--- src/rtl/fifo_pkg.sv ---
// -----------------------------------------------------------------------------
// fifo_pkg
// Shared types and constants for the dpram FIFO controller and its skid buffer.
//   ptr_t       RAM pointer at the default address width (sets ADDR_W's default)
//   SKID_DEPTH  number of output skid entries behind the RAM read port
//   skid_cnt_t  occupancy count of the skid buffer (0..SKID_DEPTH)
// -----------------------------------------------------------------------------
package fifo_pkg;

  localparam int ADDR_W_DEFAULT = 8;
  localparam int SKID_DEPTH     = 2;

  typedef logic [ADDR_W_DEFAULT-1:0]          ptr_t;
  typedef logic [$clog2(SKID_DEPTH+1)-1:0]    skid_cnt_t;

endpackage

--- src/rtl/fifo_skid2.sv ---
// -----------------------------------------------------------------------------
// fifo_skid2
// Two-entry first-word-fall-through register buffer. Entry 0 is always the
// head, so head is valid whenever count != 0. Push and pop in the same cycle
// are both honoured; flush empties the buffer and drops that cycle's push/pop.
// Ports:
//   clock, reset   clock and asynchronous active-high reset
//   flush          synchronous clear of the occupancy
//   push/push_data append a word at the tail
//   pop            remove the head word
//   count          words held (0..2)
//   head           head word, meaningful only while count != 0
// -----------------------------------------------------------------------------
module fifo_skid2
  import fifo_pkg::*;
#(
  parameter int DATA_W = 8
) (
  input  logic              clock,
  input  logic              reset,
  input  logic              flush,
  input  logic              push,
  input  logic [DATA_W-1:0] push_data,
  input  logic              pop,
  output skid_cnt_t         count,
  output logic [DATA_W-1:0] head
);

  logic [DATA_W-1:0] ent0_q, ent0_d;
  logic [DATA_W-1:0] ent1_q, ent1_d;
  skid_cnt_t         cnt_q, cnt_d;

  always_comb begin
    // NOTE: every signal gets a default first so no path leaves it unassigned,
    // which would otherwise infer a latch.
    ent0_d = ent0_q;
    ent1_d = ent1_q;
    cnt_d  = cnt_q;
    if (flush) begin
      cnt_d = '0;
    end else begin
      case ({push, pop})
        2'b10: begin
          if (cnt_q == '0) ent0_d = push_data;
          else             ent1_d = push_data;
          cnt_d = cnt_q + 2'd1;
        end
        2'b01: begin
          ent0_d = ent1_q;
          cnt_d  = cnt_q - 2'd1;
        end
        2'b11: begin
          // Count is unchanged; the pushed word lands behind whatever remains.
          if (cnt_q == 2'd1) begin
            ent0_d = push_data;
          end else begin
            ent0_d = ent1_q;
            ent1_d = push_data;
          end
        end
        default: ;
      endcase
    end
  end

  // NOTE: sequential state uses non-blocking assignments so every flop samples
  // the pre-edge values regardless of statement order.
  always_ff @(posedge clock or posedge reset) begin
    if (reset) cnt_q <= '0;
    else       cnt_q <= cnt_d;
  end

  // NOTE: data entries are deliberately not reset; the count alone decides
  // validity, and leaving storage unreset keeps it plain registers.
  always_ff @(posedge clock) begin
    ent0_q <= ent0_d;
    ent1_q <= ent1_d;
  end

  assign count = cnt_q;
  assign head  = ent0_q;

endmodule

--- src/rtl/dpram_fifo_ctrl.sv ---
// -----------------------------------------------------------------------------
// dpram_fifo_ctrl
// Synchronous FIFO controller around an external dual-port RAM. Port A writes
// (valid/ready producer), port B reads into a 2-entry FWFT skid so the consumer
// sees 1 word/cycle.
// Ports:
//   clock, reset, flush    clock, async active-high reset, sync clear
//   wr_valid/ready/data    producer handshake
//   rd_valid/ready/data    FWFT consumer handshake
//   level                  words held: RAM + in-flight read + skid
//   ram_addr_a/data_a/wren_a  RAM write port
//   ram_addr_b/rden_b/q_b     RAM read port (q_b valid the cycle after rden_b)
// -----------------------------------------------------------------------------
module dpram_fifo_ctrl
  import fifo_pkg::*;
#(
  parameter int ADDR_W = $bits(ptr_t),
  parameter int DATA_W = 8
) (
  input  logic              clock,
  input  logic              reset,
  input  logic              flush,
  input  logic              wr_valid,
  output logic              wr_ready,
  input  logic [DATA_W-1:0] wr_data,
  output logic              rd_valid,
  input  logic              rd_ready,
  output logic [DATA_W-1:0] rd_data,
  output logic [ADDR_W+1:0] level,
  output logic [ADDR_W-1:0] ram_addr_a,
  output logic [DATA_W-1:0] ram_data_a,
  output logic              ram_wren_a,
  output logic [ADDR_W-1:0] ram_addr_b,
  output logic              ram_rden_b,
  input  logic [DATA_W-1:0] ram_q_b
);

  localparam int              DEPTH     = 2 ** ADDR_W;
  localparam logic [ADDR_W:0] DEPTH_CNT = (ADDR_W+1)'(DEPTH);

  logic [ADDR_W-1:0] wptr_q, wptr_d;
  logic [ADDR_W-1:0] rptr_q, rptr_d;
  logic [ADDR_W:0]   ram_cnt_q, ram_cnt_d;
  logic              pend_q, pend_d;

  skid_cnt_t         skid_cnt;
  logic [DATA_W-1:0] skid_head;
  logic              accept, issue, pop;
  logic [2:0]        skid_after;

  always_comb begin
    wr_ready = (ram_cnt_q != DEPTH_CNT);
    rd_valid = (skid_cnt != '0);
    // Flush wins over both handshakes in the same cycle.
    accept   = wr_valid & wr_ready & ~flush;
    pop      = rd_valid & rd_ready & ~flush;
    // Skid occupancy once this cycle's pop and last cycle's fetch settle;
    // a new fetch is only allowed if its word will still find a free entry.
    skid_after = 3'(skid_cnt) + 3'(pend_q) - 3'(pop);
    // The registered count excludes this cycle's write, so port B never
    // reads the address port A is writing.
    issue    = (ram_cnt_q != '0) && (skid_after < 3'(SKID_DEPTH)) && !flush;

    wptr_d    = accept ? wptr_q + 1'b1 : wptr_q;
    rptr_d    = issue  ? rptr_q + 1'b1 : rptr_q;
    ram_cnt_d = ram_cnt_q + (ADDR_W+1)'(accept) - (ADDR_W+1)'(issue);
    pend_d    = issue;
    if (flush) begin
      wptr_d    = '0;
      rptr_d    = '0;
      ram_cnt_d = '0;
      pend_d    = 1'b0;
    end
  end

  always_ff @(posedge clock or posedge reset) begin
    if (reset) begin
      wptr_q    <= '0;
      rptr_q    <= '0;
      ram_cnt_q <= '0;
      pend_q    <= 1'b0;
    end else begin
      wptr_q    <= wptr_d;
      rptr_q    <= rptr_d;
      ram_cnt_q <= ram_cnt_d;
      pend_q    <= pend_d;
    end
  end

  // The word fetched last cycle is on ram_q_b now; pend_q marks it.
  fifo_skid2 #(.DATA_W(DATA_W)) u_skid (
    .clock     (clock),
    .reset     (reset),
    .flush     (flush),
    .push      (pend_q),
    .push_data (ram_q_b),
    .pop       (pop),
    .count     (skid_cnt),
    .head      (skid_head)
  );

  assign rd_data    = skid_head;
  assign level      = (ADDR_W+2)'(ram_cnt_q) + (ADDR_W+2)'(pend_q) + (ADDR_W+2)'(skid_cnt);
  assign ram_addr_a = wptr_q;
  assign ram_data_a = wr_data;
  assign ram_wren_a = accept;
  assign ram_addr_b = rptr_q;
  assign ram_rden_b = issue;

endmodule
--- config.mk ---
export PLATFORM = sky130hd
export DESIGN_NAME = dpram_fifo_ctrl
export DESIGN_NICKNAME = d
export VERILOG_FILES = /design/src/rtl/fifo_pkg.sv /design/src/rtl/fifo_skid2.sv /design/src/rtl/dpram_fifo_ctrl.sv
export SDC_FILE = /design/constraint.sdc
export NUM_CORES = 1
export LEC_CHECK = 0
export CAP_MARGIN = 20
export CORE_ASPECT_RATIO = 1.4
export CORE_UTILIZATION = 45
export DETAILED_ROUTE_END_ITERATION = 6
export PLACE_DENSITY = 0.73
export SLEW_MARGIN = 0
export SYNTH_ARGS = -nofsm -noshare
export SYNTH_HDL_FRONTEND = slang
export SYNTH_SLANG_ARGS = --single-unit
--- constraint.sdc ---
create_clock -name clock -period 4.8 [get_ports clock]
set_clock_uncertainty 0.15 [all_clocks]
set_input_delay 0.72 -clock clock [delete_from_list [all_inputs] [get_ports clock]]
set_output_delay 0.72 -clock clock [all_outputs]
set_load 0.005 [all_outputs]
# After elaboration in Yosys (flattened, before gate mapping)
# Index checks and enable logic that the tools add are counted.
# word_totals
ff_bits	44
inputBits	21
out_inout_bits	46
wordCells	58
# op_classes
addsub	10
n_lt_le_gt_ge	1
n_eq_ne	8
muxes	14
bitwise	5
n_reduce_logical	13
# op_table
op	n
8-bit 2-to-1 mux	8
8-bit case mux with 3 select lines	1
8-bit by 1-bit adder with 8-bit output (second input constant)	2
8-bit case mux with 2 select lines	1
10-bit by 2-bit adder with 10-bit output	1
9-bit by 1-bit adder with 10-bit output	1
9-bit by 1-bit adder with 9-bit output	1
9-bit 2-to-1 mux	1
9-bit != test (second input constant)	1
9-bit nonzero test	1
9-bit by 1-bit subtractor with 9-bit output	1
2-bit nonzero test	4
3-bit nonzero test	2
1-bit bitwise AND	4
2-bit by 1-bit equality test with 1-bit output (second input constant)	2
2-bit equality test (second input constant)	2
2-bit != test (second input constant)	2
2-bit case mux with 2 select lines	1
4-bit AND reduction	1
2-bit by 1-bit adder with 3-bit output	1
3-bit by 2-bit less-than comparator with 1-bit output (second input constant)	1
3-bit AND reduction	1
3-bit by 1-bit subtractor with 3-bit output	1
2-bit by 1-bit adder with 2-bit output (second input constant)	1
other kinds (8)	9

# Logic depth before layout (Yosys ltp)
# depth
ltp_word	9
ltp_mapped	20
ltp_nobuf	19

# Hierarchy
# A second synthesis with hierarchy kept.
# unflattened
cells_unflattened	249
area_unflattened_um2	2646.3
# by_module_without_submodules
module	n_inst	cells_each	area_each_um2	seq_area_each_um2
dpram_fifo_ctrl	1	204	1884.3	650.6
fifo_skid2	1	45	762.0	530.5

# Worst setup path after synthesis
# No wires, ideal clock.
# synth_path
path_type	input -> register
from	in flush
to	reg ram_cnt_q[8]
t_arrival_ns	4.205
required_time_ns	4.525
slack_ns	0.320
path_stages	19
n_path_buf	2
path_cell_list	buf_2 -> nor2_1 -> nand2_1 -> inv_1 -> ha_1 -> nand2b_1 -> fa_1 -> xnor2_1 -> o211ai_4 -> buf_6 -> nor2_1 -> ha_1 -> inv_1 -> ha_1 -> fa_1 -> a211o_1 -> nand3_1 -> o2bb2ai_1 -> mux2_2
# synth_between
elab_chain_len	8
word_cells_on_any_way	11
classes_between	3 x add/sub; 1 x order compare; 1 x mux; 3 x bitwise; 3 x reduce/logical
# synth_lines
element	line_no	source
from (decl)	dpram_fifo_ctrl.sv:22	input logic flush,
1-bit NOT (no line)	n/a	
1-bit bitwise AND	dpram_fifo_ctrl.sv:56	pop = rd_valid & rd_ready & ~flush;
3-bit by 1-bit subtractor with 3-bit output	dpram_fifo_ctrl.sv:59	skid_after = 3'(skid_cnt) + 3'(pend_q) - 3'(pop);
3-bit by 2-bit less-than comparator with 1-bit output	dpram_fifo_ctrl.sv:62	issue = (ram_cnt_q != '0) && (skid_after < 3'(SKID_DEPTH)) && !flush;
1-bit logical AND	dpram_fifo_ctrl.sv:62	
1-bit logical AND *	dpram_fifo_ctrl.sv:62	
via ram_rden_b	dpram_fifo_ctrl.sv:34	output logic ram_rden_b,
9-bit by 1-bit subtractor with 9-bit output *	dpram_fifo_ctrl.sv:66	ram_cnt_d = ram_cnt_q + (ADDR_W+1)'(accept) - (ADDR_W+1)'(issue);
9-bit 2-to-1 mux *	dpram_fifo_ctrl.sv:68	if (flush) begin
via ram_cnt_d[8]	dpram_fifo_ctrl.sv:43	logic [ADDR_W:0] ram_cnt_q, ram_cnt_d;
to (signal assigned)	dpram_fifo_ctrl.sv:85	ram_cnt_q <= ram_cnt_d;
to (decl)	dpram_fifo_ctrl.sv:43	
# The timed path passes the listed nets; every way through them passes the cells marked *.
# A chain may end at the register's enable or synchronous reset.

# Worst setup path in the final report
# layout_path
from	in flush
to	reg ram_cnt_q[8]
# layout_between
elab_chain_len	8
word_cells_on_any_way	11
classes_between	3 x add/sub; 1 x order compare; 1 x mux; 3 x bitwise; 3 x reduce/logical
# layout_lines
element	line_no
1-bit NOT (no line)	n/a
1-bit bitwise AND	dpram_fifo_ctrl.sv:56
3-bit by 1-bit subtractor with 3-bit output	dpram_fifo_ctrl.sv:59
3-bit by 2-bit less-than comparator with 1-bit output	dpram_fifo_ctrl.sv:62
1-bit logical AND (2 in series)	dpram_fifo_ctrl.sv:62
9-bit by 1-bit subtractor with 9-bit output	dpram_fifo_ctrl.sv:66
9-bit 2-to-1 mux *	dpram_fifo_ctrl.sv:68
via ram_cnt_d[8]	dpram_fifo_ctrl.sv:43
# Marked as above.

==> summary.md <==
| Metric | Value |
|---|---|
| Crit path kind | `in2reg` |
| Worst Setup Start Kind | `input port` |
| Final ANT Viol Nets | `0` |
| Hold path startpoint | `u_skid.ent1_q[7]` |
| WP data required | `4.84 ns` |
| Initial antenna violation count | `0` |
| Register-to-Register Path Depth | `19` |
| Peak VDD IR | `0.000255 V` |
| Synth Area in XOR/XNOR | `0.0548` |
| Most common cell after layout, fill and taps aside | `clkdlybuf4s50_1` |
| Fmax | `0.223 GHz` |
| Syn Inst Count | `259` |
| Syn_nets | `308` |
| Overall routing resource usage | `0.193` |
| GRT Residual Overflow | `0` |
| Largest net degree at the start of global routing | `37` |
| Nature of the critical path endpoint | `flop` |
| Mean Syn Cell Area | `10.5 um2` |
| Wire length per cell | `14.4 um` |
| CTS tree | `done` |
| Post-synth top area cell | `dfrtp_1` |
| Share of the synthesized area in the top cell type | `0.258` |
| Status | `completed` |
| Finish-stage setup viols | `0` |
| CTS buffer count | `5` |
| Register Area | `1180 um2` |
| Part of the Yosys area used for sequential elements | `0.435` |
| Clk slew on worst S/H paths | `0.08 ns` |
| Worst reg2reg endpoint | `ram_cnt_q[8]` |
| CTS Buffer Depth | `2` |
| Via Count | `2039` |
| Top_reg_cell synth | `dfrtp_1` |
| Compound-Gate Fraction of Synth Area | `0.0953` |
| Largest family of logic cells by synthesized area | `simple AND/OR/NAND/NOR gates` |
| Slew of the pin with the lowest slew margin | `0.760 ns` |
| Share of layout cells above drive strength 1 | `0.0814` |
| DP Worst Slack | `-0.0112 ns` |
| Clk sink count | `44` |
| Crit Reg-Reg Startpoint | `u_skid.count[1]` |
| Delay of the slowest critical-path stage | `0.44 ns` |
| RSZ-0062 raised after global routing | `no` |
| Clk Latency, worst-skew pair | `0.30 ns` |
| Number of global-route vias before repair | `2069` |
| Final Util | `0.579` |
| Slowest cell on crit path | `clkdlybuf4s50_1` |
| Final HPWL DP | `4.11 mm` |
| Commonest cells after routing, fill and taps aside | `clkdlybuf4s50_1 (50), dfrtp_1 (28), inv_1 (24), ha_1 (24), nor2_1 (22)` |
| Crit path time final | `4.49 ns` |
| Diodes inserted | `0` |
| Multiplexer area fraction after synthesis | `0.0567` |
| Synth top area cells | `dfrtp_1 (26%), edfxtp_1 (18%), ha_1 (11%)` |
| Post-synth EDFFs | `16` |
| GP Congestion | `0.839` |
| Total Wirelength | `5.43 mm` |
| Post-CTS resize count | `0` |
| Final worst setup slack | `0.308 ns` |
| Final nets | `355` |
| Period utilisation layout | `0.936` |
| Worst Hold End | `u_skid.head[7]` |
| Biggest fanout along the worst timing path | `3` |
| Cell row count | `33` |
| Unique cell type count in the Yosys netlist | `43` |
| R2R setup slack | `0.34 ns` |
| PortBufs | `50` |
| Worst rel slew slack | `0.493` |
| Area grow syn2layout | `24.1%` |
| Multi-input gate area | `1350 um2` |
| Cts hold-fix bufs | `0` |
| Hold Path Depth | `1` |
| DR vias/cell | `5.41` |
| Final Hold Fails | `0` |
| Die X | `67.7 um` |
| Die height | `93.9 um` |
| Worst Path Arrival | `4.53 ns` |
| Post-Syn Area | `2720 um2` |
| Fill cells | `493` |
| H-tree levels | `2` |
| Pwr Density | `559 nW/um2` |
| Max-cap violations | `0` |
| Final Slew Violations | `0` |
| Core Footprint | `5820 um2` |
| Post-synthesis adder-cell area fraction | `0.140` |
| Post-CTS Setup Bufs | `0` |
| First-pass GRT wire length | `9.19 mm` |
| Top Ports | `67` |
| Crit-path cells | `clkdlybuf4s50_1 -> nor2_1 -> nand2_1 -> inv_1 -> ha_1 -> nand2b_1 -> fa_1 -> xnor2_1 -> o211ai_4 -> nor2_1 -> ha_1 -> inv_1 -> ha_1 -> fa_1 -> a211o_1 -> nand3_1 -> o2bb2ai_1 -> mux2_2` |
| Ys Warns | `0` |
| HP Class | `reg2reg` |
| Iter 0 DRT Violations | `107` |
| Leakage power | `0.00141 uW` |
| CTS root buf | `clkbuf_8` |
| Drt pass-1 iters | `4` |
| Full die area | `6360 um2` |
| Seq cells post-synth | `44` |
| Synth async-reset ratio | `0.636` |
| Starting Density | `0.467` |
| Post-Synth Simple-Gate Area | `0.152` |
| DRC Markers | `0` |
| Most common cell type on the critical path | `ha_1` |
[cell families (layout without fill, tap and decap cells)]
| logic type | after synthesis | count (layout) |
|---|---|---|
| AO/OA/AOI/OAI | 40 | 40 |
| XOR/XNOR | 17 | 17 |
| adder cells (fa/ha/maj) | 28 | 28 |
| buffers and inverters | 38 | 86 |
| flip-flops | 44 | 44 |
| multiplexers | 14 | 14 |
| AND/OR/NAND/NOR | 78 | 78 |
[cells in the mapped netlist, types with 4 or more instances]
cell type and number:
a21oi_1 13, o21ai_0 6, inv_1 24, or4_1 4
xor2_1 6, nand4_1 5, fa_1 4, ha_1 24
or3_1 6, dfrtp_1 28, nor2b_1 5, mux2_2 10
buf_4 8, edfxtp_1 16, a31oi_1 4, nor2_1 22
nand2_1 11, nand3_1 11, o31ai_1 4, xnor2_1 11
[metal layers]
layer | up-vias | GRT usage | wire (um)
met2 | 51 | 0.341 | 2860
met1 | 979 | 0.212 | 2240
met3 | 14 | 0.0231 | 156
li1 | 995 | - | -
met5 | - | 0 | 0
met4 | 0 | 0.119 | 170
[layout make-up]
cell class	count	area share
Timing Repair Buffer	54	0.163
Clock inverter	2	0.0104
Inverter	24	0.0267
Clock buffer	6	0.0215
Tap cell	70	0.0260
Multi-Input combinational cell	177	0.402
Sequential cell	44	0.350
[power breakdown]
group          switching (uW)  leakage [uW]  internal [uW]  total [uW]
Sequential               88.5      0.000522            475         564
Combinational             515      0.000835            526        1040
Clock                     125     0.0000552            154         280
[sequential cells by signal, indices dropped and copies added (netlist names)]
register and cells:
ram_addr_a 8, u_skid.ent1_q 8, ram_cnt_q 9, u_skid.head 8, u_skid.count 2, pend_q 1
ram_addr_b 8
[worst max-delay path: cells and delay by family]
family                     cells  cell delay [ns]
AOI/OAI and AO/OA              3             0.55
xor gates and xnor gates       1             0.27
adders and majority gates      5             1.42
buffers and inverters          3             0.60
muxes                          1             0.34
and+or+nand+nor                5             0.63
[worst max-delay path by stage]
stage,from,endpoint,depth (start not counted)
after floorplan,flush,ram_cnt_q[8],19
after global placement,flush,ram_cnt_q[8],18
after detailed placement,flush,ram_cnt_q[8],18
after CTS,flush,ram_cnt_q[8],18
after global routing,u_skid.count[1],ram_cnt_q[8],19
final,flush,ram_cnt_q[8],18
[per-stage QoR]
step                      hold slack, ns  power, uW  std cells  area [um2]  TNS (ns)
after detailed placement           0.385       1610        369        3260   -0.0112
after floorplan                    0.375       1270        259        2720         0
after global placement             0.378       1590        368        3240         0
final                              0.401       1880        377        3370         0
after global routing               0.422       2060        377        3370         0
after CTS                          0.404       1900        377        3370         0
No activity file was read; power rests on OpenSTA's default activity.
